### config.mk
export PLATFORM = sky130hd
export DESIGN_NAME = spi_host_tx_sequencer
export DESIGN_NICKNAME = d
export VERILOG_FILES = /design/src/rtl/spi_host_seq_pkg.sv /design/src/rtl/spi_host_tx_sequencer.sv
export SDC_FILE = /design/constraint.sdc
export NUM_CORES = 1
export LEC_CHECK = 0
export CAP_MARGIN = 20
export CORE_MARGIN = 4
export CORE_UTILIZATION = 41
export DETAILED_ROUTE_END_ITERATION = 7
export GPL_TIMING_DRIVEN = 0
export MAX_ROUTING_LAYER = met4
export PLACE_DENSITY = 0.81
export SLEW_MARGIN = 20
export SYNTH_ARGS = -nofsm -noshare
export SYNTH_HDL_FRONTEND = slang
export SYNTH_SLANG_ARGS = --single-unit
### constraint.sdc
create_clock -name clk_i -period 1.95 [get_ports clk_i]
set_clock_uncertainty 0.1 [all_clocks]
set_input_delay 0.39 -clock clk_i [delete_from_list [all_inputs] [get_ports clk_i]]
set_output_delay 0.39 -clock clk_i [all_outputs]
set_load 0.01 [all_outputs]
### src/rtl/spi_host_seq_pkg.sv
// Shared definitions for the SPI host TX byte sequencer.
package spi_host_seq_pkg;

    localparam int unsigned LEN_W_DEFAULT     = 9;
    localparam logic [7:0]  FILL_BYTE_DEFAULT = 8'h00;

    typedef enum logic [1:0] {
        ST_IDLE  = 2'd0,
        ST_RUN   = 2'd1,
        ST_DUMMY = 2'd2,
        ST_FLUSH = 2'd3
    } seq_state_e;

endpackage

### src/rtl/spi_host_tx_sequencer.sv
// Sequences one command segment of TX or dummy bytes towards the shift engine,
// with an optional one-cycle flush of the upstream byte selector afterwards.
module spi_host_tx_sequencer
    import spi_host_seq_pkg::*;
#(
    parameter int unsigned LenW     = LEN_W_DEFAULT,
    parameter logic [7:0]  FillByte = FILL_BYTE_DEFAULT
) (
    input  logic            clk_i,
    input  logic            rst_i,
    input  logic            sw_rst_i,

    input  logic            cmd_valid_i,
    output logic            cmd_ready_o,
    input  logic [LenW-1:0] cmd_len_i,
    input  logic            cmd_tx_en_i,
    input  logic            cmd_flush_i,

    input  logic [7:0]      byte_i,
    input  logic            byte_valid_i,
    output logic            byte_ready_o,
    output logic            flush_o,

    output logic [7:0]      out_byte_o,
    output logic            out_valid_o,
    input  logic            out_ready_i,
    output logic            out_last_o,

    output logic            busy_o,
    output logic            done_o
);

    seq_state_e      state_q, state_d;
    logic [LenW-1:0] cnt_q, cnt_d;
    logic            flush_pend_q, flush_pend_d;
    logic            done_q, done_d;
    logic            flush_q, flush_d;
    logic            cnt_zero;
    logic            xfer;

    assign cnt_zero = (cnt_q == '0);
    assign xfer     = out_valid_o & out_ready_i;
    assign flush_o  = flush_q;
    assign done_o   = done_q;
    assign busy_o   = (state_q != ST_IDLE);

    // Zero-latency byte path: pass-through in RUN, fill byte in DUMMY, quiet otherwise
    always_comb begin
        cmd_ready_o  = 1'b0;
        byte_ready_o = 1'b0;
        out_valid_o  = 1'b0;
        out_byte_o   = 8'h00;
        out_last_o   = 1'b0;
        unique case (state_q)
            ST_IDLE: begin
                cmd_ready_o = ~sw_rst_i;
            end
            ST_RUN: begin
                out_valid_o  = byte_valid_i;
                out_byte_o   = byte_i;
                byte_ready_o = out_ready_i;
                out_last_o   = cnt_zero;
            end
            ST_DUMMY: begin
                out_valid_o = 1'b1;
                out_byte_o  = FillByte;
                out_last_o  = cnt_zero;
            end
            default: ;
        endcase
    end

    // Next-state, byte counter and completion pulses
    always_comb begin
        state_d      = state_q;
        cnt_d        = cnt_q;
        flush_pend_d = flush_pend_q;
        done_d       = 1'b0;
        unique case (state_q)
            ST_IDLE: begin
                if (cmd_valid_i && cmd_ready_o) begin
                    cnt_d        = cmd_len_i;
                    flush_pend_d = cmd_flush_i;
                    state_d      = cmd_tx_en_i ? ST_RUN : ST_DUMMY;
                end
            end
            ST_RUN, ST_DUMMY: begin
                if (xfer) begin
                    if (cnt_zero) begin
                        if (flush_pend_q) begin
                            state_d = ST_FLUSH;
                        end else begin
                            state_d = ST_IDLE;
                            done_d  = 1'b1;
                        end
                    end else begin
                        cnt_d = cnt_q - LenW'(1);
                    end
                end
            end
            ST_FLUSH: begin
                state_d = ST_IDLE;
                done_d  = 1'b1;
            end
            default: state_d = ST_IDLE;
        endcase
        // Software reset wins over any pending transfer or completion
        if (sw_rst_i) begin
            state_d      = ST_IDLE;
            cnt_d        = '0;
            flush_pend_d = 1'b0;
            done_d       = 1'b0;
        end
        flush_d = (state_d == ST_FLUSH);
    end

    // State and output registers
    always_ff @(posedge clk_i or posedge rst_i) begin
        if (rst_i) begin
            state_q      <= ST_IDLE;
            cnt_q        <= '0;
            flush_pend_q <= 1'b0;
            done_q       <= 1'b0;
            flush_q      <= 1'b0;
        end else begin
            state_q      <= state_d;
            cnt_q        <= cnt_d;
            flush_pend_q <= flush_pend_d;
            done_q       <= done_d;
            flush_q      <= flush_d;
        end
    end

endmodule

---- Yosys cells after proc, flatten, opt, wreduce, memory -nomap -nowiden ----
Cells that the tools add are included.
Widths: inputs -> output; s select.
storage, ports and cells
  output and inout port bits .............. 15
  bits in registers ....................... 14
  logic and storage cells ................. 50
operators by class
  reductions and logical operators ........ 10
  equality and inequality tests ........... 7
  mux-type cells .......................... 25
  bitwise gates (word level) .............. 2
  $add $sub $neg .......................... 1
operators by type and width
  cell                 number
  $mux 9               4
  $pmux 9 s2           1
  $mux 2               6
  $mux 1               10
  $logic_not 9->1      1
  $sub 9x1->9 const B  1
  $mux 8               1
  $eq 2x2->1 const B   3
  $ne 3x3->1 const B   2
  $pmux 2 s3           1
  $reduce_bool 2->1    3
  $pmux 1 s2           2
  $reduce_and 4->1     1
  $ne 3x1->1 const B   1
  $reduce_bool 3->1    1
  $eq 2x1->1 const B   1
  $logic_not 2->1      1
  $reduce_and 2->1     1
  $reduce_or 2->1      1
  $and 1x1->1          1
  $logic_and 1x1->1    1
  $not 1->1            1

---- Longest topological paths before layout ----
Gate-level depths: netlist of run 1.
  depth in word-level cells ............... 7
  mapped depth ............................ 7
  depth with buffers taken out ............ 7

---- Worst setup path before layout of run 1 ----
OpenSTA, ideal clock, no wires.
  path kind ............................... reg-to-output
  start ................................... reg cnt_q[0]
  end ..................................... out out_last_o
  stages on the path, launching flop included .. 6
  path buffers ............................ 0
  slack ................................... -0.198 ns
  data arrival time ....................... 1.658 ns
  path through ............................ dfrtp_1 inv_1 ha_1 or3b_4 or3_4 nor3_1
on the way
  longest elaborated chain between the ends .. 2
RTL lines
  item                      line                          source
  start: declaration        spi_host_tx_sequencer.sv:34   logic [LenW-1:0] cnt_q, cnt_d;
  start signal: assignment  spi_host_tx_sequencer.sv:127  cnt_q <= cnt_d;
  $logic_not 9->1           spi_host_tx_sequencer.sv:41   assign cnt_zero = (cnt_q == '0);
  $mux 1                    spi_host_tx_sequencer.sv:54   unique case (state_q)
  end: declaration          spi_host_tx_sequencer.sv:27   output logic out_last_o,
Every way passes these cells.

---- Worst setup path after layout of run 1 ----
  start ................................... reg cnt_q[0]
  end ..................................... reg state_q[0]
on the way
  longest elaborated chain between the ends .. 5
RTL lines
  item                    line                          source
  $logic_not 9->1         spi_host_tx_sequencer.sv:41
  $mux 2                  spi_host_tx_sequencer.sv:89   if (cnt_zero) begin
  $mux 2                  spi_host_tx_sequencer.sv:88   if (xfer) begin
  $pmux 2 s3              spi_host_tx_sequencer.sv:79   unique case (state_q)
  $mux 2                  spi_host_tx_sequencer.sv:108  if (sw_rst_i) begin
  via state_d[0]          spi_host_tx_sequencer.sv:33   seq_state_e state_q, state_d;
  end signal: assignment  spi_host_tx_sequencer.sv:126  state_q <= state_d;
  end: declaration        spi_host_tx_sequencer.sv:33
The timed path passes the listed nets, and every way through them passes these cells.
A chain may end at the register's enable or synchronous reset.

==> metrics.log, run 1 <==
INFO  metric postRouteWirelength = 4.15 mm
INFO  metric layout_worst_path_cycle_share = 126%
INFO  metric synth-seq-cells = 14
INFO  metric place_hpwl = 2.43 mm
INFO  metric cts_tree = done
INFO  metric postSynth.asyncResetShare = 100%
INFO  metric global_route.overflow_total = 0
INFO  metric drive_gt1_share = 43.4%
INFO  metric gpl.final_weighted_congestion = 0.919
INFO  metric max-vdd-ir-drop = 0.958 mV
INFO  metric syn_to_final_growth = 71.5%
INFO  metric setup.worst_path.start_class = flop
INFO  metric wl_per_cell = 17.6 µm
INFO  metric fin_crit = 2.47 ns
INFO  metric grt_setup_unrepaired = true
INFO  metric global_route_usage_sum = 21.5%
INFO  metric slew_headroom = 61.5%
INFO  metric worstPathArrival = 2.56 ns
INFO  metric h-tree-depth = 1
INFO  metric r2r_setup_slack = -0.52 ns
INFO  metric insertion_delay = 0.30 ns
INFO  metric finalSetupViolations = 24
INFO  metric cts-root-to-sink-buffers = 2
INFO  metric layout_setup_ws = -0.516 ns
INFO  metric min_path_type = in -> async
INFO  metric number_of_search_and_repair_iterations_in_the_first_detailed_routing_pass = 4
INFO  metric final_util = 72.7%
INFO  metric synth_nets = 163
INFO  metric finish.net_count = 237
INFO  metric seq_area_frac_synth = 30.2%
INFO  metric syn_avg_cell_area = 8.78 µm²
INFO  metric failing_checks = setup timing
INFO  metric drc = 0
INFO  metric vias_per_cell = 5.77
INFO  metric count_of_vias_placed_by_the_detailed_router = 1361
INFO  metric drtAntennaViolNets = 0
INFO  metric initialDrtViolationCount = 61
INFO  metric num_antenna_cells = 0
INFO  metric grt_pass1_vias = 1304
INFO  metric multi_input_combinational_cell_area = 855 µm²
INFO  metric filler_cell_count = 187
INFO  metric largest_net_degree_at_the_start_of_global_routing = 15
INFO  metric power_per_cell_area = 1310 mW/mm²
INFO  metric critPathRequiredTime = 2.05 ns
INFO  metric synthesis.yosys.warnings = 0
INFO  metric cts_made_buffers = 3
INFO  metric setup.worst_path.end_class = flop
INFO  metric grt_antenna_before_repair = 0
INFO  metric p_total = 2.60 mW
INFO  metric initial_core_util = 42.4%
INFO  metric dieArea = 0.00374 mm²
INFO  metric boundaryPins = 40
INFO  metric total_leakage_power = 0.868 nW
INFO  metric cts_sinks = 14
INFO  metric syn_inst = 132
INFO  metric core_area = 0.00273 mm²
INFO  metric timing.setup.critical_path_class = reg -> reg
INFO  metric clk_root_buffer_cell = clkbuf_4
INFO  metric cp_max_fo = 4
INFO  metric final-seq-area = 352 µm²
INFO  metric pre_cts_ws = -0.688 ns
INFO  metric port_buffers = 39
INFO  metric synthFlopType = dfrtp_1
INFO  metric hold-worst-slack = 0.328 ns
INFO  metric hold_violations = 0
INFO  metric drv.max_cap_violation_count = 0
INFO  metric std_cell_rows = 19
INFO  metric synth-edff-count = 0
INFO  metric synthesis.area = 0.00116 mm²
INFO  metric grt_pass1_wl = 5.80 mm
INFO  metric worst-slew-pin-transition = 0.577 ns
INFO  metric run_status = finished, violations left
INFO  metric fmaxAchievable = 406 MHz
INFO  metric die_y = 61.2 µm
INFO  metric netlist-cell-type-count = 39
INFO  metric r2r_path_end = state_q[0]$_DFF_PP0_
INFO  metric reg2reg_from = cnt_q[0]$_DFFE_PP0P_
INFO  metric die_width = 61.2 µm
INFO  metric timing_max_transition_violations_final = 0
INFO  metric r2r_cells = 9
INFO  metric clkSlewWorstSetupHoldPaths = 0.10 ns
-- worst max-delay path: stages (launching register included) --
cell	delay, ns
dfrtp_1	0.41
inv_2	0.09
ha_4	0.13
or3b_4	0.38
or3_4	0.34
buf_4	0.14
buf_6	0.11
nor3_4	0.31
mux2i_1	0.27
o31ai_2	0.07
-- power by group --
group / total, mW / switching [mW] / internal (mW)
combinational: 1.87 / 0.882 / 0.988
clock: 0.229 / 0.115 / 0.114
sequential: 0.501 / 0.122 / 0.379
total: 2.60 / 1.12 / 1.48
-- through the flow --
step / area, µm² / TNS (ns) / cells
after floorplan: 1190 / -0.600 / 132
after global placement: 1620 / -4.27 / 202
after detailed placement: 1620 / -4.99 / 202
after CTS: 1830 / -2.86 / 222
after global routing: 1990 / -8.03 / 236
final: 1990 / -6.60 / 236
-- timing repair --
action	4_1_cts	5_1_grt
buffers inserted	16	14
hold buffers	0	0
endpoints found under the setup margin	26	26
gates resized for setup	52	41
pin swaps	5	19
-- cells in the final DEF (no fill, tap or decap), types with 5 or more instances in the layout --
cell type / instances
nand2_1: 9
nand3_1: 6
clkbuf_2: 7
clkdlybuf4s50_1: 26
buf_6: 10
inv_1: 5
buf_4: 24
dfrtp_1: 13
and2_1: 7
nor2_1: 5
-- worst max path at each step --
stage,start,to,slack [ns],cells after the start
floorplan,cnt_q[0]$_DFFE_PP0P_,state_q[0]$_DFF_PP0_,-0.16,7
global placement,cnt_q[0]$_DFFE_PP0P_,out_last_o,-0.66,6
detailed placement,cnt_q[0]$_DFFE_PP0P_,out_last_o,-0.69,6
CTS,cnt_q[1]$_DFFE_PP0P_,out_last_o,-0.46,6
global route,cnt_q[0]$_DFFE_PP0P_,out_last_o,-0.59,6
finish,cnt_q[0]$_DFFE_PP0P_,state_q[0]$_DFF_PP0_,-0.52,9
-- cells in the mapped netlist, types with 2 or more instances --
library cell / number / area [µm²]
a22o_1: 2 / 17.5
a32o_1: 3 / 30.0
nor2_1: 7 / 26.3
a21oi_1: 8 / 40.0
a31oi_1: 4 / 25.0
nand2_1: 11 / 41.3
a221o_1: 2 / 20.0
nor4_1: 3 / 18.8
mux2_2: 2 / 22.5
dfrtp_1: 14 / 350
or2_2: 2 / 12.5
o311ai_0: 2 / 17.5
and2_1: 9 / 56.3
nand3_1: 7 / 35.0
ha_1: 6 / 75.1
inv_1: 11 / 41.3
clkbuf_1: 2 / 7.51
o21ai_0: 4 / 20.0
or4_2: 2 / 17.5
o2bb2ai_1: 3 / 26.3
mux2i_1: 5 / 50.1
nor3_1: 6 / 30.0
-- logic make-up (layout without fill, tap and decap cells) --
kind of cell             Yosys count  in the layout  share of synthesized area, %
AO/OA/AOI/OAI                     34             34                          21.4
adder cells (fa/ha/maj)            6              6                          6.48
buffers and inverters             16             89                          6.26
flip-flops                        14             14                          30.2
multiplexers                       7              7                          6.26
AND/OR/NAND/NOR                   55             55                          29.4
-- area by class of cell --
| cell class | instances | area share (%) |
|---|---|---|
| plain buffers | 5 | 3.15 |
| flip-flops and latches | 14 | 17.7 |
| inverters | 11 | 2.33 |
| well taps | 31 | 1.95 |
| repair buffers | 69 | 30.0 |
| clock buffers | 4 | 1.83 |
| multi-input cells | 102 | 43.0 |
-- sequential cells by signal, indices dropped and copies added (netlist names) --
signal / count
done_o: 1
cnt_q: 9
flush_o: 1
flush_pend_q: 1
state_q: 2
-- per-layer routing --
| metal | vias to the layer above | wire, µm | global-route usage, % |
|---|---|---|---|
| met5 | - | 0 | - |
| met1 | 638 | 1520 | 24.9 |
| met3 | 8 | 406 | 3.56 |
| met2 | 81 | 2140 | 37.0 |
| li1 | 634 | - | - |
| met4 | 0 | 77 | 7.74 |
Power figures use the tool's default switching activity.
==> run 2, diff against run 1 <==
==> constraint.sdc (replaced) <==
create_clock -name clk_i -period 1.95 [get_ports clk_i]
set_clock_uncertainty 0.1 [all_clocks]
set_input_delay 0.39 -clock clk_i [delete_from_list [all_inputs] [get_ports clk_i]]
set_output_delay 0.39 -clock clk_i [all_outputs]
set_load 0.005 [all_outputs]
==> run 2 against run 1 <==
  * The flow still finishes with violations (setup timing)
  * Utilization decreased by 1.0 points
  * Routed wire length decreased by 1.9%
  * Clock power decreased by 23%
  * Worst setup slack improved by 0.054 ns
  * Maximum frequency increased by 2.2%
  * Clock-buffer cell count decreased by 1
  * Non-clock buffer count increased by 1
  * Sequential share of layout area increased by 0.25 points
  * Total power decreased by 4.3%
  * Register-to-register slack improved by 0.096 ns
  * Critical path type is now reg -> out
  * Highest routed layer unchanged
==> metrics.log, run 2 (synthesized netlist as in run 1, its figures left out) <==
INFO  metric port_buffers = 39 (unchanged)
INFO  metric setup.worst_path.start_class = flop
INFO  metric reg.largest.list = cnt_q (9), state_q (2)
INFO  metric vias_per_cell = 5.99 (+3.9%)
INFO  metric die_y = 61.2 µm (unchanged)
INFO  metric path_cells = inv_2 -> ha_4 -> or3b_4 -> or3_4 -> nor3_2 -> buf_2
INFO  metric total_leakage_power = 0.859 nW (-1.0%)
INFO  metric drive_gt1_share = 43.4% (unchanged)
INFO  metric cts-root-to-sink-buffers = 2 (unchanged)
INFO  metric boundaryPins = 40 (unchanged)
INFO  metric global_route.overflow_total = 0 (unchanged)
INFO  metric gpl.final_weighted_congestion = 0.941 (+2.4%)
INFO  metric grt_setup_unrepaired = true
INFO  metric power_per_cell_area = 1270 mW/mm² (-2.9%)
INFO  metric cts_made_buffers = 3 (unchanged)
INFO  metric worst-slew-pin-transition = 0.583 ns (+0.00674 ns)
INFO  metric multi_input_combinational_cell_area = 862 µm² (+0.88%)
INFO  metric number_of_search_and_repair_iterations_in_the_first_detailed_routing_pass = 4 (unchanged)
INFO  metric timing.critical_path.from = cnt_q[1]$_DFFE_PP0P_
INFO  metric initial_core_util = 42.4% (unchanged)
INFO  metric critPathRequiredTime = 1.46 ns (-0.59 ns)
INFO  metric register_containing_the_most_flip_flops_in_the_final_layout = cnt_q
INFO  metric largest_net_degree_at_the_start_of_global_routing = 15 (unchanged)
INFO  metric max_reg_flops = 9 (unchanged)
INFO  metric placedCellCount = 202 (unchanged)
INFO  metric hold_violations = 0 (unchanged)
INFO  metric layoutNonFillerInstCount = 236 (unchanged)
INFO  metric run_status = finished, violations left
INFO  metric grt_pass1_wl = 6.28 mm (+8.2%)
INFO  metric clkSlewWorstSetupHoldPaths = 0.09 ns (about the same)
INFO  metric initialDrtViolationCount = 89 (+46%)
INFO  metric timing_max_transition_violations_final = 0 (unchanged)
INFO  metric max_stage_delay = 0.40 ns (about the same)
INFO  metric insertion_delay = 0.30 ns (about the same)
INFO  metric cts_sinks = 14 (unchanged)
INFO  metric grt_pass1_vias = 1370 (+5.1%)
INFO  metric filler_cell_count = 191 (+2.1%)
INFO  metric worstPathArrival = 1.92 ns (-0.64 ns)
INFO  metric fmaxAchievable = 415 MHz (+2.2%)
INFO  metric slew_headroom = 61.1% (-0.45 points)
INFO  metric max-vdd-ir-drop = 0.997 mV (+4.1%)
INFO  metric syn_to_final_growth = 69.1%
INFO  metric drv.max_cap_violation_count = 0 (unchanged)
INFO  metric layout_worst_path_cycle_share = 124% (-2.8 points)
INFO  metric failing_checks = setup timing
INFO  metric r2r_cells = 10 (+1)
INFO  metric layout_setup_ws = -0.461 ns (+0.0542 ns)
INFO  metric reg2reg_from = cnt_q[1]$_DFFE_PP0P_
INFO  metric clk_root_buffer_cell = clkbuf_4
INFO  metric tns = -4.99 ns (+1.61 ns)
INFO  metric final-seq-area = 352 µm² (unchanged)
INFO  metric critPathSlowestCell = dfrtp_1
INFO  metric finish.net_count = 238 (+0.42%)
INFO  metric core_area = 0.00273 mm² (unchanged)
INFO  metric grt_antenna_before_repair = 0 (unchanged)
INFO  metric cp_max_fo = 2 (-2)
INFO  metric drtAntennaViolNets = 0 (unchanged)
INFO  metric die_width = 61.2 µm (unchanged)
INFO  metric final_cell_mix = 25 x clkdlybuf4s50_1, 25 x buf_4, 13 x dfrtp_1, 9 x nand2_1, 8 x and2_1
INFO  metric num_antenna_cells = 0 (unchanged)
INFO  metric finalSetupViolations = 15 (-38%)
INFO  metric h-tree-depth = 1 (unchanged)
INFO  metric min_path_type = in -> async
INFO  metric place_hpwl = 2.44 mm (+0.29%)
INFO  metric global_route_usage_sum = 23.6% (+2.1 points)
INFO  metric postRouteWirelength = 4.07 mm (-1.9%)
INFO  metric dieArea = 0.00374 mm² (unchanged)
INFO  metric std_cell_rows = 19 (unchanged)
INFO  metric timing.setup.critical_path_class = reg -> out
INFO  metric setup.worst_path.end_class = output port
INFO  metric count_of_vias_placed_by_the_detailed_router = 1414 (+3.9%)
INFO  metric cts_tree = done
INFO  metric wl_per_cell = 17.2 µm (-1.9%)
INFO  metric drc = 0 (unchanged)
INFO  metric fin_crit = 2.41 ns (-0.0542 ns)
## run 2: power by group
group | internal, mW | leakage [nW] | switching, mW
Combinational | 0.945 | 0.660 | 0.868
Clock | 0.0721 | 0.0138 | 0.105
Sequential | 0.379 | 0.185 | 0.121
## run 2: final cells by class
class	count	share of cell area [%]
Sequential cell	14	17.9
Multi-Input combinational cell	102	44.0
Clock buffer	3	1.15
Buffer	5	2.62
Inverter	11	2.49
Tap cell	31	1.98
Timing Repair Buffer	70	29.8
## run 2: routing by layer
layer	up-vias	global-route usage (%)	wire (µm)
met5	-	-	0
met4	0	11.1	112
met3	11	4.61	414
met2	91	38.8	2010
met1	668	27.4	1530
li1	644	-	-
## run 2: path summary, 6_finish.rpt
kind	to	slack (ns)
worst max-delay path	out_last_o	-0.46
worst min register to register	cnt_q[3]$_DFFE_PP0P_	0.47
max in group asynchronous	state_q[0]$_DFF_PP0_	1.00
worst max register to register	cnt_q[4]$_DFFE_PP0P_	-0.42
worst min-delay path	flush_o$_DFF_PP0_	0.34
min in group clk_i	cnt_q[3]$_DFFE_PP0P_	0.47
## run 2: worst max-delay path, delay by kind of cell (launching register included)
kind,cells,cell delay (ns)
fa+ha+maj,1,0.13
flops,1,0.40
buf+inv,2,0.22
simple gates,3,0.88
## run 2: per-stage QoR
| stage | power (mW) | worst slack (ns) | hold WS, ns | utilization (%) | cell area, µm² |
|---|---|---|---|---|---|
| final | 2.49 | -0.461 | 0.343 | 71.7 | 1960 |
| after global routing | 2.64 | -0.535 | 0.381 | 71.7 | 1960 |
| after CTS | 2.21 | -0.453 | 0.366 | 69.0 | 1890 |
| after detailed placement | 1.66 | -0.730 | 0.432 | 59.1 | 1620 |
| after global placement | 1.61 | -0.666 | 0.428 | 59.1 | 1620 |
| after floorplan | 1.31 | -0.156 | 0.179 | - | 1190 |
## run 2: timing repair
action                                 CTS  global route
gates resized for setup                 68            24
pin swaps                                8            11
setup endpoints to repair               26            24
endpoints found under the hold margin    0             0
hold buffers                             0             0
buffers inserted                        23             8
==> run 3, diff against run 2 <==
--- a/config.mk
+++ b/config.mk
@@ -5,13 +5,13 @@
 export SDC_FILE = /design/constraint.sdc
 export NUM_CORES = 1
 export LEC_CHECK = 0
-export CAP_MARGIN = 20
+export CAP_MARGIN = 0
 export CORE_MARGIN = 4
-export CORE_UTILIZATION = 41
+export CORE_UTILIZATION = 45
 export DETAILED_ROUTE_END_ITERATION = 7
 export GPL_TIMING_DRIVEN = 0
 export MAX_ROUTING_LAYER = met4
-export PLACE_DENSITY = 0.81
+export PLACE_DENSITY = 0.85
 export SLEW_MARGIN = 20
 export SYNTH_ARGS = -nofsm -noshare
 export SYNTH_HDL_FRONTEND = slang
==> constraint.sdc (replaced) <==
create_clock -name clk_i -period 2.7 [get_ports clk_i]
set_clock_uncertainty 0.1 [all_clocks]
set_input_delay 0.54 -clock clk_i [delete_from_list [all_inputs] [get_ports clk_i]]
set_output_delay 0.54 -clock clk_i [all_outputs]
set_load 0.005 [all_outputs]
==> run 3 against run 2 <==
  * The flow now finishes without violations
  * Worst setup slack better by 0.52 ns
  * Combinational power fell by 48%
  * Clock-buffer cell count unchanged
  * Highest routed layer unchanged
  * Critical path depth is the same
  * Critical path type unchanged
==> metrics.log, run 3 (synthesized netlist as in run 1, its figures left out) <==
INFO  metric r2r_setup_slack = 0.27 ns (+0.69 ns)
INFO  metric cts_made_buffers = 3 (unchanged)
INFO  metric power_per_cell_area = 845 mW/mm² (-34%)
INFO  metric die_width = 58.7 µm (-4.0%)
INFO  metric drtAntennaViolNets = 0 (unchanged)
INFO  metric grt_pass1_wl = 5.52 mm (-12%)
INFO  metric worstHoldPathCells = 2
INFO  metric boundaryPins = 40 (unchanged)
INFO  metric place_hpwl = 2.51 mm (+3.1%)
INFO  metric total_leakage_power = 0.686 nW (-20%)
INFO  metric vias_per_cell = 6.03 (+0.62%)
INFO  metric core_area = 0.00248 mm² (-9.4%)
INFO  metric r2r_cells = 7 (-3)
INFO  metric grt_setup_unrepaired = false
INFO  metric wirelength_met1 = 1.32 mm (-13%)
INFO  metric layout_worst_path_cycle_share = 98.0%
INFO  metric max_reg_flops = 9 (unchanged)
INFO  metric cts-root-to-sink-buffers = 2 (unchanged)
INFO  metric drv.max_cap_violation_count = 0 (unchanged)
INFO  metric route.met3.wl = 331 µm (-20%)
INFO  metric reg.largest.list = cnt_q (9), state_q (2)
INFO  metric cts_tree = done
INFO  metric number_of_search_and_repair_iterations_in_the_first_detailed_routing_pass = 5 (+1)
INFO  metric largest_net_degree_at_the_start_of_global_routing = 15 (unchanged)
INFO  metric tns = 0 ns (+4.99 ns)
INFO  metric clk_root_buffer_cell = clkbuf_4
INFO  metric grt_antenna_before_repair = 0 (unchanged)
INFO  metric global_route.overflow_total = 0 (unchanged)
INFO  metric hold_violations = 0 (unchanged)
INFO  metric num_antenna_cells = 0 (unchanged)
INFO  metric fin_crit = 2.65 ns
INFO  metric wl_per_cell = 16.2 µm (-6.1%)
INFO  metric insertion_delay = 0.28 ns (-0.02 ns)
INFO  metric dieArea = 0.00345 mm² (-7.8%)
INFO  metric reg2reg_from = state_q[1]$_DFF_PP0_
INFO  metric r2r_path_end = cnt_q[6]$_DFFE_PP0P_
INFO  metric std_cell_rows = 18 (-1)
INFO  metric critPathSlowestCell = dfrtp_1
INFO  metric port_buffers = 39 (unchanged)
INFO  metric slew_headroom = 62.1% (+1.0 points)
INFO  metric setup.worst_path.end_class = output port
INFO  metric finish.net_count = 212 (-11%)
INFO  metric register_containing_the_most_flip_flops_in_the_final_layout = cnt_q
INFO  metric drc = 0 (unchanged)
INFO  metric cp_max_fo = 3 (+1)
INFO  metric cts_sinks = 14 (unchanged)
INFO  metric max_stage_delay = 0.41 ns (about the same)
INFO  metric min_path_type = reg -> reg
INFO  metric max-vdd-ir-drop = 0.545 mV (-45%)
INFO  metric postRouteWirelength = 3.38 mm (-17%)
INFO  metric path_cells = inv_2 -> ha_4 -> or3b_4 -> or3_4 -> nor3_2 -> clkdlybuf4s15_2
INFO  metric timing.setup.critical_path_class = reg -> out
INFO  metric worstPathArrival = 2.01 ns (+0.09 ns)
INFO  metric finalSetupViolations = 0 (-15)
INFO  metric mostFrequentLayoutCell = clkdlybuf4s50_1
INFO  metric fmaxAchievable = 378 MHz
INFO  metric p_total = 1.43 mW (-43%)
INFO  metric min_to = cnt_q[1]$_DFFE_PP0P_
INFO  metric setup.worst_path.start_class = flop
INFO  metric highest_layer = met4
INFO  metric gpl.final_weighted_congestion = 0.885 (-6.0%)
INFO  metric clkSlewWorstSetupHoldPaths = 0.09 ns (about the same)
INFO  metric syn_to_final_growth = 46.0%
INFO  metric worst-slew-pin-transition = 0.568 ns (-0.0156 ns)
INFO  metric initial_core_util = 46.8% (+4.4 points)
INFO  metric initialDrtViolationCount = 56 (-37%)
INFO  metric drive_gt1_share = 19.6% (-24 points)
INFO  metric met2RoutedLength = 1.66 mm (-17%)
INFO  metric hold_path_startpoint = cnt_q[1]$_DFFE_PP0P_
INFO  metric die_y = 58.7 µm (-4.0%)
INFO  metric timing_max_transition_violations_final = 0 (unchanged)
INFO  metric count_of_vias_placed_by_the_detailed_router = 1260 (-11%)
INFO  metric run_status = completed
INFO  metric global_route_usage_sum = 20.7% (-2.9 points)
INFO  metric postCtsHoldBufs = 0 (unchanged)
INFO  metric h-tree-depth = 1 (unchanged)
INFO  metric final_cell_mix = 38 x clkdlybuf4s50_1, 12 x dfrtp_1, 11 x nand2_1, 9 x and2_1
INFO  metric filler_cell_count = 201 (+5.2%)
INFO  metric grt_pass1_vias = 1283 (-6.4%)
INFO  metric critPathRequiredTime = 2.06 ns (+0.60 ns)
## run 3: cell types whose count changed in the layout (fill, tap and decap cells not counted), moves of 3 or more
| cell | change |
|---|---|
| inv_1 | +3 |
| buf_2 | -5 |
| a21oi_1 | +4 |
| nor2_2 | -3 |
| buf_6 | -6 |
| buf_4 | -19 |
| clkdlybuf4s50_1 | +13 |
| a21oi_2 | -4 |
| clkbuf_2 | -6 |
| nor2_1 | +3 |
## run 3: layout make-up
class	instances	area, µm²	area share (%)
clock buffer	3	22.5	1.33
tap	30	37.5	2.22
buffer	4	28.8	1.70
timing repair buffer	45	437	25.8
sequential	14	353	20.9
multi-input combinational	102	768	45.4
inverter	11	45.0	2.66
## run 3: metal layers
layer / GRT usage [%] / vias up
li1: - / 586
met1: 23.3 / 590
met2: 36.0 / 72
met3: 2.85 / 12
met4: 9.71 / 0
met5: - / -
## run 3: how the worst max path moves through the flow
stage                      end                 start  depth (start not counted)  slack (ns)
CTS                 out_last_o  cnt_q[1]$_DFFE_PP0P_                          6        0.03
floorplan           out_last_o  cnt_q[0]$_DFFE_PP0P_                          5        0.50
detailed placement  out_last_o  cnt_q[1]$_DFFE_PP0P_                          6       -0.08
global route        out_last_o  cnt_q[0]$_DFFE_PP0P_                          6       0.008
finish              out_last_o  cnt_q[0]$_DFFE_PP0P_                          6        0.05
global placement    out_last_o  cnt_q[0]$_DFFE_PP0P_                          6       -0.06
## run 3: metrics by stage
step	cell area (µm²)	hold WS [ns]	utilization, %	setup WS [ns]	instances
CTS	1660	0.475	66.9	0.0253	208
floorplan	1160	0.329	-	0.502	132
global route	1690	0.494	68.3	0.00783	209
detailed placement	1590	0.452	64.0	-0.0850	201
global placement	1590	0.432	64.0	-0.0611	201
finish	1690	0.481	68.3	0.0546	209
## run 3: worst max-delay path: cells and delay by family, from the launching register on
family | cells | cell delay, ns
and+or+nand+nor | 3 | 0.86
DFF | 1 | 0.41
buffers and inverters | 2 | 0.31
adders and majority gates | 1 | 0.14
## run 3: power by group
part | switching, mW | leakage (nW) | internal (mW)
clock | 0.0713 | 0.0138 | 0.0518
sequential | 0.0900 | 0.184 | 0.275
combinational | 0.478 | 0.489 | 0.463
total | 0.639 | 0.686 | 0.790
## run 3: timing repair
item | 4_1_cts | 5_1_grt
gates cloned | 0 | 0
buffers inserted | 5 | 1
gates resized for setup | 7 | 9
endpoints found under the setup margin | 2 | 3
